[src/rtl/buyruk_getir_if.sv]
`default_nettype none
// ============================================================================
//  Module      : buyruk_getir_if
//  Description : Bus bundle for the instruction-fetch front end: the read-only
//                memory port towards anabellek and the valid/ready instruction
//                port towards the islemci core, plus the redirect request.
//  Revision    : 1.0 - initial release
// ============================================================================
interface buyruk_getir_if #(
    parameter int ADRES_BIT = 32,
    parameter int VERI_BIT  = 32
);
    // Memory side
    logic [ADRES_BIT-1:0] bellek_adres;
    logic                 bellek_oku_istek;
    logic [VERI_BIT-1:0]  bellek_oku_veri;

    // Core side
    logic [VERI_BIT-1:0]  buyruk;
    logic [ADRES_BIT-1:0] buyruk_pc;
    logic                 buyruk_gecerli;
    logic                 buyruk_hazir;
    logic                 yonlendir;
    logic [ADRES_BIT-1:0] yonlendir_adres;

    // Fetch unit view
    modport master (
        output bellek_adres,
        output bellek_oku_istek,
        input  bellek_oku_veri,
        output buyruk,
        output buyruk_pc,
        output buyruk_gecerli,
        input  buyruk_hazir,
        input  yonlendir,
        input  yonlendir_adres
    );

    // Environment view (memory model plus core)
    modport slave (
        input  bellek_adres,
        input  bellek_oku_istek,
        output bellek_oku_veri,
        input  buyruk,
        input  buyruk_pc,
        input  buyruk_gecerli,
        output buyruk_hazir,
        output yonlendir,
        output yonlendir_adres
    );
endinterface
`default_nettype wire

[src/rtl/buyruk_getir.sv]
`default_nettype none
// ============================================================================
//  Module      : buyruk_getir
//  Description : Instruction-fetch front end. Reads words sequentially from
//                anabellek, buffers {pc, instruction} pairs in a small FIFO and
//                hands them to the core over valid/ready. A redirect flushes
//                the buffer and restarts fetch at the (word-aligned) target.
//  Revision    : 1.0 - initial release
// ============================================================================
module buyruk_getir #(
    parameter logic [31:0] BASLANGIC_ADRES = 32'h8000_0000,
    parameter int          ADRES_BIT       = 32,
    parameter int          VERI_BIT        = 32,
    parameter int          FIFO_DERINLIK   = 2
) (
    input  wire logic                               clk,
    input  wire logic                               rst,
    buyruk_getir_if.master                          bus,
    output logic [$clog2(FIFO_DERINLIK):0]          doluluk,
    output logic [31:0]                             getirilen_sayisi
);

    localparam int c_PTR_BIT   = $clog2(FIFO_DERINLIK);
    localparam int c_SAYAC_BIT = $clog2(FIFO_DERINLIK) + 1;
    localparam logic [c_SAYAC_BIT-1:0] c_DERINLIK = c_SAYAC_BIT'(FIFO_DERINLIK);
    localparam logic [ADRES_BIT-1:0]   c_BASLANGIC = ADRES_BIT'(BASLANGIC_ADRES);

    // Buffer storage; contents are meaningless unless covered by r_sayac.
    logic [ADRES_BIT-1:0]   r_pc_mem   [FIFO_DERINLIK];
    logic [VERI_BIT-1:0]    r_veri_mem [FIFO_DERINLIK];

    logic [ADRES_BIT-1:0]   r_getir_pc;
    logic [c_PTR_BIT-1:0]   r_wr_ptr;
    logic [c_PTR_BIT-1:0]   r_rd_ptr;
    logic [c_SAYAC_BIT-1:0] r_sayac;
    logic [31:0]            r_getirilen_sayisi;

    logic                   w_ekle;
    logic                   w_cikar;
    logic                   w_gecerli;
    logic [1:0]             w_unused_alt_bitler;

    // Redirect target is word aligned; its low bits are deliberately dropped.
    assign w_unused_alt_bitler = bus.yonlendir_adres[1:0];

    // Fetch only when the buffer has room; no bypass around a full buffer.
    assign w_ekle    = !rst && !bus.yonlendir && (r_sayac < c_DERINLIK);
    // A redirect hides the head so the core never consumes a stale word.
    assign w_gecerli = (r_sayac != '0) && !bus.yonlendir && !rst;
    assign w_cikar   = w_gecerli && bus.buyruk_hazir;

    assign bus.bellek_adres     = r_getir_pc;
    assign bus.bellek_oku_istek = w_ekle;
    assign bus.buyruk           = r_veri_mem[r_rd_ptr];
    assign bus.buyruk_pc        = r_pc_mem[r_rd_ptr];
    assign bus.buyruk_gecerli   = w_gecerli;
    assign doluluk              = r_sayac;
    assign getirilen_sayisi     = r_getirilen_sayisi;

    // Capture the fetched word and its address into the tail slot.
    always_ff @(posedge clk) begin
        if (w_ekle) begin
            r_pc_mem[r_wr_ptr]   <= r_getir_pc;
            r_veri_mem[r_wr_ptr] <= bus.bellek_oku_veri;
        end
    end

    // Fetch PC, pointers, occupancy and push counter; reset > redirect > normal.
    always_ff @(posedge clk) begin
        if (rst) begin
            r_getir_pc         <= c_BASLANGIC;
            r_wr_ptr           <= '0;
            r_rd_ptr           <= '0;
            r_sayac            <= '0;
            r_getirilen_sayisi <= '0;
        end else if (bus.yonlendir) begin
            r_getir_pc <= {bus.yonlendir_adres[ADRES_BIT-1:2], 2'b00};
            r_wr_ptr   <= '0;
            r_rd_ptr   <= '0;
            r_sayac    <= '0;
        end else begin
            if (w_ekle) begin
                r_getir_pc         <= r_getir_pc + ADRES_BIT'(4);
                r_wr_ptr           <= r_wr_ptr + c_PTR_BIT'(1);
                r_getirilen_sayisi <= r_getirilen_sayisi + 32'd1;
            end
            if (w_cikar) begin
                r_rd_ptr <= r_rd_ptr + c_PTR_BIT'(1);
            end
            if (w_ekle && !w_cikar) begin
                r_sayac <= r_sayac + c_SAYAC_BIT'(1);
            end else if (!w_ekle && w_cikar) begin
                r_sayac <= r_sayac - c_SAYAC_BIT'(1);
            end
        end
    end

endmodule
`default_nettype wire

[src/flat_wrapper.sv]
// flat-port wrapper written by rule: the top's interface ports become plain ports
module buyruk_getir_flat 
#(
    parameter logic [31:0] BASLANGIC_ADRES = 32'h8000_0000,
    parameter int          ADRES_BIT       = 32,
    parameter int          VERI_BIT        = 32,
    parameter int          FIFO_DERINLIK   = 2
)
  (clk, rst, doluluk, getirilen_sayisi, bus_bellek_adres, bus_bellek_oku_istek, bus_bellek_oku_veri, bus_buyruk, bus_buyruk_pc, bus_buyruk_gecerli, bus_buyruk_hazir, bus_yonlendir, bus_yonlendir_adres);
  buyruk_getir_if #(.ADRES_BIT(ADRES_BIT), .VERI_BIT(VERI_BIT)) bus_i ();
  input  wire logic clk;
  input  wire logic rst;
  output logic [$clog2(FIFO_DERINLIK):0] doluluk;
  output logic [31:0] getirilen_sayisi;
  output wire logic [$bits(bus_i.bellek_adres)-1:0] bus_bellek_adres;
  output wire logic [$bits(bus_i.bellek_oku_istek)-1:0] bus_bellek_oku_istek;
  input wire logic [$bits(bus_i.bellek_oku_veri)-1:0] bus_bellek_oku_veri;
  output wire logic [$bits(bus_i.buyruk)-1:0] bus_buyruk;
  output wire logic [$bits(bus_i.buyruk_pc)-1:0] bus_buyruk_pc;
  output wire logic [$bits(bus_i.buyruk_gecerli)-1:0] bus_buyruk_gecerli;
  input wire logic [$bits(bus_i.buyruk_hazir)-1:0] bus_buyruk_hazir;
  input wire logic [$bits(bus_i.yonlendir)-1:0] bus_yonlendir;
  input wire logic [$bits(bus_i.yonlendir_adres)-1:0] bus_yonlendir_adres;
  assign bus_bellek_adres = bus_i.bellek_adres;
  assign bus_bellek_oku_istek = bus_i.bellek_oku_istek;
  assign bus_i.bellek_oku_veri = bus_bellek_oku_veri;
  assign bus_buyruk = bus_i.buyruk;
  assign bus_buyruk_pc = bus_i.buyruk_pc;
  assign bus_buyruk_gecerli = bus_i.buyruk_gecerli;
  assign bus_i.buyruk_hazir = bus_buyruk_hazir;
  assign bus_i.yonlendir = bus_yonlendir;
  assign bus_i.yonlendir_adres = bus_yonlendir_adres;
  buyruk_getir #(.BASLANGIC_ADRES(BASLANGIC_ADRES), .ADRES_BIT(ADRES_BIT), .VERI_BIT(VERI_BIT), .FIFO_DERINLIK(FIFO_DERINLIK)) u_core (.clk(clk), .rst(rst), .bus(bus_i), .doluluk(doluluk), .getirilen_sayisi(getirilen_sayisi));
endmodule
[config.mk]
export PLATFORM = sky130hd
export DESIGN_NAME = buyruk_getir_flat
export DESIGN_NICKNAME = d
export VERILOG_FILES = /design/src/rtl/buyruk_getir_if.sv /design/src/rtl/buyruk_getir.sv /design/src/flat_wrapper.sv
export SDC_FILE = /design/constraint.sdc
export NUM_CORES = 1
export LEC_CHECK = 0
export CELL_PAD_IN_SITES_DETAIL_PLACEMENT = 1
export CELL_PAD_IN_SITES_GLOBAL_PLACEMENT = 1
export CORE_ASPECT_RATIO = 0.75
export CORE_UTILIZATION = 35
export CTS_BUF_LIST = sky130_fd_sc_hd__clkbuf_4
export DETAILED_ROUTE_END_ITERATION = 10
export GPL_TIMING_DRIVEN = 1
export PLACE_DENSITY_LB_ADDON = 0.1
export SYNTH_ARGS = -nofsm -noshare
export SYNTH_HDL_FRONTEND = slang
export SYNTH_SLANG_ARGS = --single-unit
export TNS_END_PERCENT = 30
[constraint.sdc]
create_clock -name clk -period 9.5 [get_ports clk]
set_input_delay 1.425 -clock clk [delete_from_list [all_inputs] [get_ports clk]]
set_output_delay 1.425 -clock clk [all_outputs]
set_load 0.01 [all_outputs]
## After elaboration in Yosys (flattened, before gate mapping)

Memory sizes are Yosys's and may differ from the RTL's. A register that Yosys moved wholly into a read port is not among the register bits.
Cells that the tools add are included.

- RAM bits: 128
- Output and inout bits: 132
- Memories kept: 2
- Bits in registers: 68
- Input port bits: 68

- Magnitude comparators: 1
- Reduce and logical (&&, ||, !) cells: 16
- Add/subtract/negate cells: 6
- Mux-type cells: 10
- Bitwise operators: 1

Memories:

| memory | depth | width | rd ports | clocked after memory_dff | wr ports | RTL line | RTL |
|---|---|---|---|---|---|---|---|
| u_core.r_pc_mem | 2 | 32 | 1 | 1 | 1 | buyruk_getir.sv:29 | `logic [ADRES_BIT-1:0] r_pc_mem [FIFO_DERINLIK];` |
| u_core.r_veri_mem | 2 | 32 | 1 | 1 | 1 | buyruk_getir.sv:30 | `logic [VERI_BIT-1:0] r_veri_mem [FIFO_DERINLIK];` |

Operators with widths:

| cell | count |
|---|---|
| 32-bit two-way mux | 2 |
| 32-bit by 1-bit adder with 32-bit output, second input constant | 1 |
| 32-bit by 3-bit adder with 32-bit output, second input constant | 1 |
| 1-bit logical AND | 7 |
| 1-bit two-way mux | 6 |
| 2-bit nonzero test | 3 |
| 1-bit logical NOT | 4 |
| 2-bit two-way mux | 2 |
| 1-bit adder, second input constant | 2 |
| 2-bit by 1-bit adder with 2-bit output, second input constant | 1 |
| 2-bit < comparator, second input constant | 1 |
| 2-bit AND reduction | 1 |
| 2-bit OR reduction | 1 |
| 2-bit by 1-bit subtractor with 2-bit output, second input constant | 1 |
| 1-bit inverter | 1 |

## Logic depth before layout (Yosys ltp)

Gate-level depths: netlist of run 1.

- Word-level depth: 7
- Depth in mapped cells: 8

## Least setup slack after synthesis of run 1

Ideal clock, no wire load.

- Kind: input -> register
- From: input rst
- To: memory u_core.r_pc_mem[0][10] (enable)
- Required time: 9.018 ns
- Data arrival time: 4.539 ns
- Setup slack: 4.478 ns
- Buffers on the path: 1
- Stages: 3
- Setup time: 0.482 ns
- Cell sequence: or3_1 > clkbuf_1 > nor2_1

- Cells in the longest elaborated chain, start to end: 5

Ends and longest elaborated chain:

| element | RTL line | RTL |
|---|---|---|
| start: declaration | flat_wrapper.sv:12 | `input wire logic rst;` |
| 1-bit logical NOT | buyruk_getir.sv:47 | `assign w_ekle = !rst && !bus.yonlendir && (r_sayac < c_DERINLIK);` |
| 1-bit logical AND (2 in a row) | buyruk_getir.sv:47 |  |
| 1-bit two-way mux | buyruk_getir.sv:62 | `if (w_ekle) begin` |
| 1-bit two-way mux (implied by the code) | buyruk_getir.sv:63 | `r_pc_mem[r_wr_ptr] <= r_getir_pc;` |
| end: declaration | buyruk_getir.sv:29 |  |

Every way passes these cells.

## Worst setup path after layout of run 1

- From: input bus_yonlendir
- To: output bus_bellek_oku_istek

- Cells in the longest elaborated chain, start to end: 3

Ends and longest elaborated chain:

| element | RTL line | RTL |
|---|---|---|
| start: declaration | flat_wrapper.sv:22 | `input wire logic [$bits(bus_i.yonlendir)-1:0] bus_yonlendir;` |
| 1-bit logical NOT | buyruk_getir.sv:47 |  |
| 1-bit logical AND (2 in a row) | buyruk_getir.sv:47 |  |
| end: declaration | flat_wrapper.sv:16 | `output wire logic [$bits(bus_i.bellek_oku_istek)-1:0] bus_bellek_oku_istek;` |

Every way passes these cells.

==> results of run 1 <==
-- sequential cells by signal (all words and copies together) (netlist names), named ones only --
signal / cells
u_core.getirilen_sayisi: 32
u_core.doluluk: 2
u_core.r_pc_mem: 60
u_core.r_wr_ptr: 1
u_core.r_rd_ptr: 1
u_core.r_veri_mem: 64
u_core.bus.bellek_adres: 30
-- power breakdown --
group	internal [W]	total [W]	switching, W	leakage [nW]
Combinational	0.0000828	0.000146	0.0000637	1.62
Sequential	0.000915	0.000939	0.0000239	1.69
Clock	0.000146	0.000459	0.000313	0.163
-- cells in the mapped netlist (all sizes together) (9+ instances only) --
cell | number | area share
dfxtp | 67 | 0.17
xnor2 | 18 | 0.020
inv | 10 | 0.0048
nand3 | 20 | 0.014
clkbuf | 20 | 0.0095
nand2 | 27 | 0.013
buf | 11 | 0.0073
nor4 | 10 | 0.0099
edfxtp | 124 | 0.47
and3 | 12 | 0.0095
xor2 | 36 | 0.040
nand4 | 27 | 0.021
a21oi | 19 | 0.012
a211oi | 9 | 0.0086
nor2 | 65 | 0.031
mux2 | 62 | 0.089
-- worst max-delay path by stage --
stage	from	end	depth (start not counted)
global placement	bus_yonlendir	bus_bellek_oku_istek	5
global route	bus_yonlendir	bus_bellek_oku_istek	5
floorplan	rst	u_core.r_pc_mem[0][10]$_DFFE_PP_	3
detailed placement	bus_yonlendir	bus_bellek_oku_istek	5
finish	bus_yonlendir	bus_bellek_oku_istek	5
CTS	bus_yonlendir	bus_bellek_oku_istek	5
-- through the flow --
stage / instances / area, um^2 / util / worst slack [ps] / hold slack, ps
CTS: 1102 / 10400 / 0.471 / 4570 / 506
global placement: 1071 / 10100 / 0.458 / 4610 / 466
global route: 1103 / 10400 / 0.471 / 4490 / 536
floorplan: 611 / 7890 / - / 4480 / 472
detailed placement: 1071 / 10100 / 0.458 / 4580 / 476
finish: 1105 / 10400 / 0.471 / 4570 / 513
-- cell families (layout without fill, tap and decap cells) --
family / after synthesis / after routing
mux: 70 / 70
other cells: 1 / 7
simple gates: 204 / 204
fa+ha+maj: 3 / 3
compound gates: 44 / 44
buf+inv: 41 / 238
xor+xnor: 54 / 54
flops: 191 / 191
-- area by class of cell --
class                   count  area (um^2)  area share
flip-flops and latches    191         5070       0.488
clock buffers              17          128      0.0123
clock inverters            14          169      0.0162
diodes                      3         7.51    0.000722
multi-input cells         379         2660       0.256
inverters                  10         37.5     0.00361
repair buffers            197         1960       0.188
well taps                 294          368      0.0354
-- routing by layer --
| metal | vias up | GRT usage | part of all wire |
|---|---|---|---|
| met4 | 0 | 0.0396 | 0.0069 |
| met1 | 2685 | 0.237 | 0.48 |
| met3 | 8 | 0.0528 | 0.058 |
| li1 | 2612 | - | - |
| met5 | - | 0 | 0 |
| met2 | 134 | 0.284 | 0.46 |
-- worst register-to-register path, cell delays in order, from the launching register on --
cell and delay (ps):
dfxtp_1 550, nand4_1 390, nor4b_1 1050, nand4_1 210
xor2_1 200, a211oi_1 230
==> metrics.cfg, run 1 <==
[synth]
ys_warn_count=0
ys.flop_type=edfxtp_1
synth_compound_area_frac=0.0338
ys_types=44
syn_inst=608
synth_seq_cells=191
muxShareOfSynthArea=0.0988
synthArstFlopShare=0
synth_xor_area_frac=0.0601
synth_fa_ha_area_frac=0.00477
synth_top_family_by_area=simple AND/OR/NAND/NOR gates
synth_seq_area_share=0.643
synth-simple-area-share=0.137
synth-edff-count=124
syn-cell-area_um2=7870
avgSynthCellArea_um2=13.0

[critical_path]
crit_arrival_ps=3500
cpPeakStageDelay_ps=590
worstReg2RegEnd=u_core.bus.bellek_adres[22]$_SDFFE_PP0P_
critical_path_required_ps=8080
critPathCaptureType=primary output
crit_top_cell=clkdlybuf4s50_1
cp-start-kind=input pin
rr_worst_depth=5
cp_slowest_cell=clkdlybuf4s50_1
critPathBufInv=4
crit_type=input pin to primary output
r2r_setup_slack_ps=6800
reg2reg_from=u_core.bus.bellek_adres[5]$_SDFFE_PP0P_
cp_top_family=buffers and inverters
cp_max_fo=31
path_cells=clkdlybuf4s50_1 -> buf_4 -> or3_1 -> inv_2 -> clkdlybuf4s50_1

[sta]
min_period_ps=4930
setup_viol=0
worst_pin_slew_ps=1140
max_freq_ghz=0.203
period_share=0.519
finalClockSkew_ps=26.2
report.final.slew_viol_count=0
hold_viol_final=0
relSlewSlack=0.227
grt_setup_unrepaired=false
setup_tns_ps=0

[flow_run]
drv_cap=0

[floorplanning]
coreArea_um2=22100
initial_utilization=0.357
die_area_um2=23100
die_w_um=175
io_pins=200
die_h_um=132
num_rows=47

[detailed_routing]
drc=0
wl_per_cell_um=18.2
routed_wl_mm=20.1
ant_nets=0
firstDrtPassIters=6
via_per_inst=4.92
drtIter0Drc=310
num_vias=5439

[global_routing]
grt_pass1_vias=5745
grt-ovfl-total=0
grt_use_total=0.178
grt_pass1_wl_mm=31.7
antenna_found_initial=3
grt_max_degree=69

[final_layout]
layout_common_cells=clkdlybuf4s50_1 (192), edfxtp_1 (124), dfxtp_1 (66)
num-nets-final=867
final_layout_size_suffix_gt1_frac=0.132
synthToLayoutAreaGrowth_pct=32.0
n_fill_cell=2305
layout_commonest_cell=clkdlybuf4s50_1

[pwr]
power_w=0.00154
p_leak_nw=3.47
power_density_nw_per_um2=149
peakVddDrop_v=0.0000651

[worst_hold_path]
hold_end=u_core.getirilen_sayisi[31]$_SDFFE_PP0P_
hold_depth=2
hold_class=register to register
hold_start=u_core.getirilen_sayisi[31]$_SDFFE_PP0P_

[clock_tree]
numCtsBuffers=17
clk_pin_slew_ps=160
clock-sinks=191
cts_root_buffer=clkbuf_4
clockBufferDepth=2
cts_hold_buf=0
post-cts-setup-buffer-count=0
clkLatencyLatePin_ps=570
cts_max_level=4
cts_tree=done
postCtsResizedCells=0

[place]
dp_hpwl_mm=13.6
port_buffers=193
gp_congestion=0.769

[status]
status=complete, no violations

Power figures use the tool's default switching activity.
==> inputs of run 2 (changes only) <==
Clock period 9.5 ns to 4.9 ns, I/O delays scaled along.
==> run 2 against run 1 <==
Against the previous run:
- worst hold slack better by 8.3 ps
- total power is 94% higher
- largest cell class unchanged
- setup slack worse by 3500 ps
- clock power is 94% higher
==> metrics.cfg, run 2 (synthesis gave the netlist of run 1 again) <==
[pwr]
power_density_nw_per_um2=288  ; +94%
peakVddDrop_v=0.000153  ; +130%
power_w=0.00300  ; +94%
p_leak_nw=3.46  ; about the same

[critical_path]
crit_type=input pin to primary output
critPathCaptureType=primary output
reg2reg_from=u_core.bus.bellek_adres[5]$_SDFFE_PP0P_
cp_max_fo=16  ; -48%
critical_path_required_ps=4160  ; -3920 ps
r2r_setup_slack_ps=2360  ; -4440 ps
crit_arrival_ps=3100  ; -400 ps
cp-start-kind=input pin
worstReg2RegEnd=u_core.bus.bellek_adres[26]$_SDFFE_PP0P_
rr_worst_depth=6  ; +1

[worst_hold_path]
hold_start=u_core.getirilen_sayisi[31]$_SDFFE_PP0P_
hold_end=u_core.getirilen_sayisi[31]$_SDFFE_PP0P_
hold_depth=2  ; unchanged
hold_class=register to register

[sta]
max_freq_ghz=0.261
worst_pin_slew_ps=997  ; -146 ps
timing.hold.ws_ps=521  ; +8.30 ps
hold_viol_final=0  ; unchanged
finalClockSkew_ps=27.9  ; +1.69 ps
setup_tns_ps=0  ; unchanged
min_period_ps=3830
report.final.slew_viol_count=0  ; unchanged
grt_setup_unrepaired=false
setup_viol=0  ; unchanged
period_share=0.782
relSlewSlack=0.335  ; +0.107

[clock_tree]
clk_pin_slew_ps=150  ; about the same
post-cts-setup-buffer-count=0  ; unchanged
numCtsBuffers=17  ; unchanged
postCtsResizedCells=0  ; unchanged
cts_hold_buf=0  ; unchanged
clkLatencyLatePin_ps=570  ; about the same
clock-sinks=191  ; unchanged
cts_max_level=4  ; unchanged
clockBufferDepth=2  ; unchanged
cts_tree=done
cts_root_buffer=clkbuf_4

[global_routing]
grt_use_total=0.179  ; +0.00146
grt_max_degree=63  ; -8.7%
antenna_found_initial=3  ; unchanged
grt-ovfl-total=0  ; unchanged
grt_pass1_wl_mm=31.8  ; +0.30%
grt_pass1_vias=5862  ; +2.0%

[floorplanning]
initial_utilization=0.357  ; unchanged
die_w_um=175  ; unchanged
die_h_um=132  ; unchanged
num_rows=47  ; unchanged
io_pins=200  ; unchanged
die_area_um2=23100  ; unchanged
coreArea_um2=22100  ; unchanged

[status]
status=complete, no violations

[detailed_routing]
routed_wl_mm=20.5  ; +1.7%
drtIter0Drc=263  ; -15%
wl_per_cell_um=18.5  ; +1.6%
via_per_inst=4.96  ; +0.79%
ant_nets=0  ; unchanged
num_vias=5487  ; +0.88%
firstDrtPassIters=6  ; unchanged
drc=0  ; unchanged

[final_layout]
n_fill_cell=2273  ; -1.4%
final_layout_size_suffix_gt1_frac=0.133  ; +0.000908
largest_reg_flops=64  ; unchanged
num-nets-final=868  ; +0.12%
largest-register=u_core.r_veri_mem
layout_common_cells=clkdlybuf4s50_1 (192), edfxtp_1 (124), dfxtp_1 (66)
fin_util=0.472  ; about the same
synthToLayoutAreaGrowth_pct=32.1  ; about the same
final_cells=1106  ; +0.090%
layout_commonest_cell=clkdlybuf4s50_1

[place]
dp_hpwl_mm=13.9  ; +2.6%
dpl.cell_count=1071  ; unchanged
port_buffers=193  ; unchanged
gp_congestion=0.770  ; +0.21%

[flow_run]
drv_cap=0  ; unchanged

==> run 2: cell count changes in the layout (fill, tap and decap cells not counted), sizes merged <==
cell	delta
diode	-1
clkinv	+1
clkbuf	+1
clkinvlp	+2
inv	-2
==> run 2: through the flow <==
step | cell area, um^2 | worst slack (ps)
3_3_place_gp | 10100 | 1110
2_1_floorplan | 7890 | 568
6_report | 10400 | 1070
4_1_cts | 10400 | 1060
3_5_place_dp | 10100 | 1070
5_1_grt | 10400 | 952
==> run 2: final cells by class <==
cell class	instances	area, um^2	area share
timing repair buffer	198	1960	0.189
multi-input combinational	379	2660	0.256
sequential	191	5070	0.487
inverter	10	37.5	0.00361
antenna	2	5.00	0.000481
clock inverter	15	175	0.0168
clock buffer	17	128	0.0123
tap	294	368	0.0354
==> run 2: report_power, final <==
| part | switching [W] | internal [W] | total [W] |
|---|---|---|---|
| registers | 0.0000475 | 0.00177 | 0.00182 |
| logic | 0.000124 | 0.000160 | 0.000284 |
| clock network | 0.000610 | 0.000281 | 0.000891 |
| total | 0.000781 | 0.00221 | 0.00300 |
==> run 2: how the worst max path moves through the flow <==
| stage | start | end | slack, ps | cells after the start |
|---|---|---|---|---|
| after floorplan | rst | u_core.r_pc_mem[0][10]$_DFFE_PP_ | 570 | 3 |
| after global placement | bus_yonlendir | bus_bellek_oku_istek | 1110 | 4 |
| after detailed placement | bus_yonlendir | bus_bellek_oku_istek | 1070 | 4 |
| after CTS | bus_yonlendir | bus_bellek_oku_istek | 1060 | 4 |
| after global routing | bus_yonlendir | bus_bellek_oku_istek | 950 | 4 |
| final | bus_yonlendir | bus_bellek_oku_istek | 1070 | 4 |
==> run 2: worst max-delay path, stage by stage <==
cell	delay, ps
clkdlybuf4s50_1	810
or3_1	670
inv_2	280
clkdlybuf4s50_1	590
==> run 2: layer usage <==
metal,up-vias,track usage,share of wire
li1,2617,-,-
met1,2718,0.234,0.47
met2,142,0.290,0.47
met3,10,0.0505,0.055
met4,0,0.0488,0.0080
met5,-,0,0
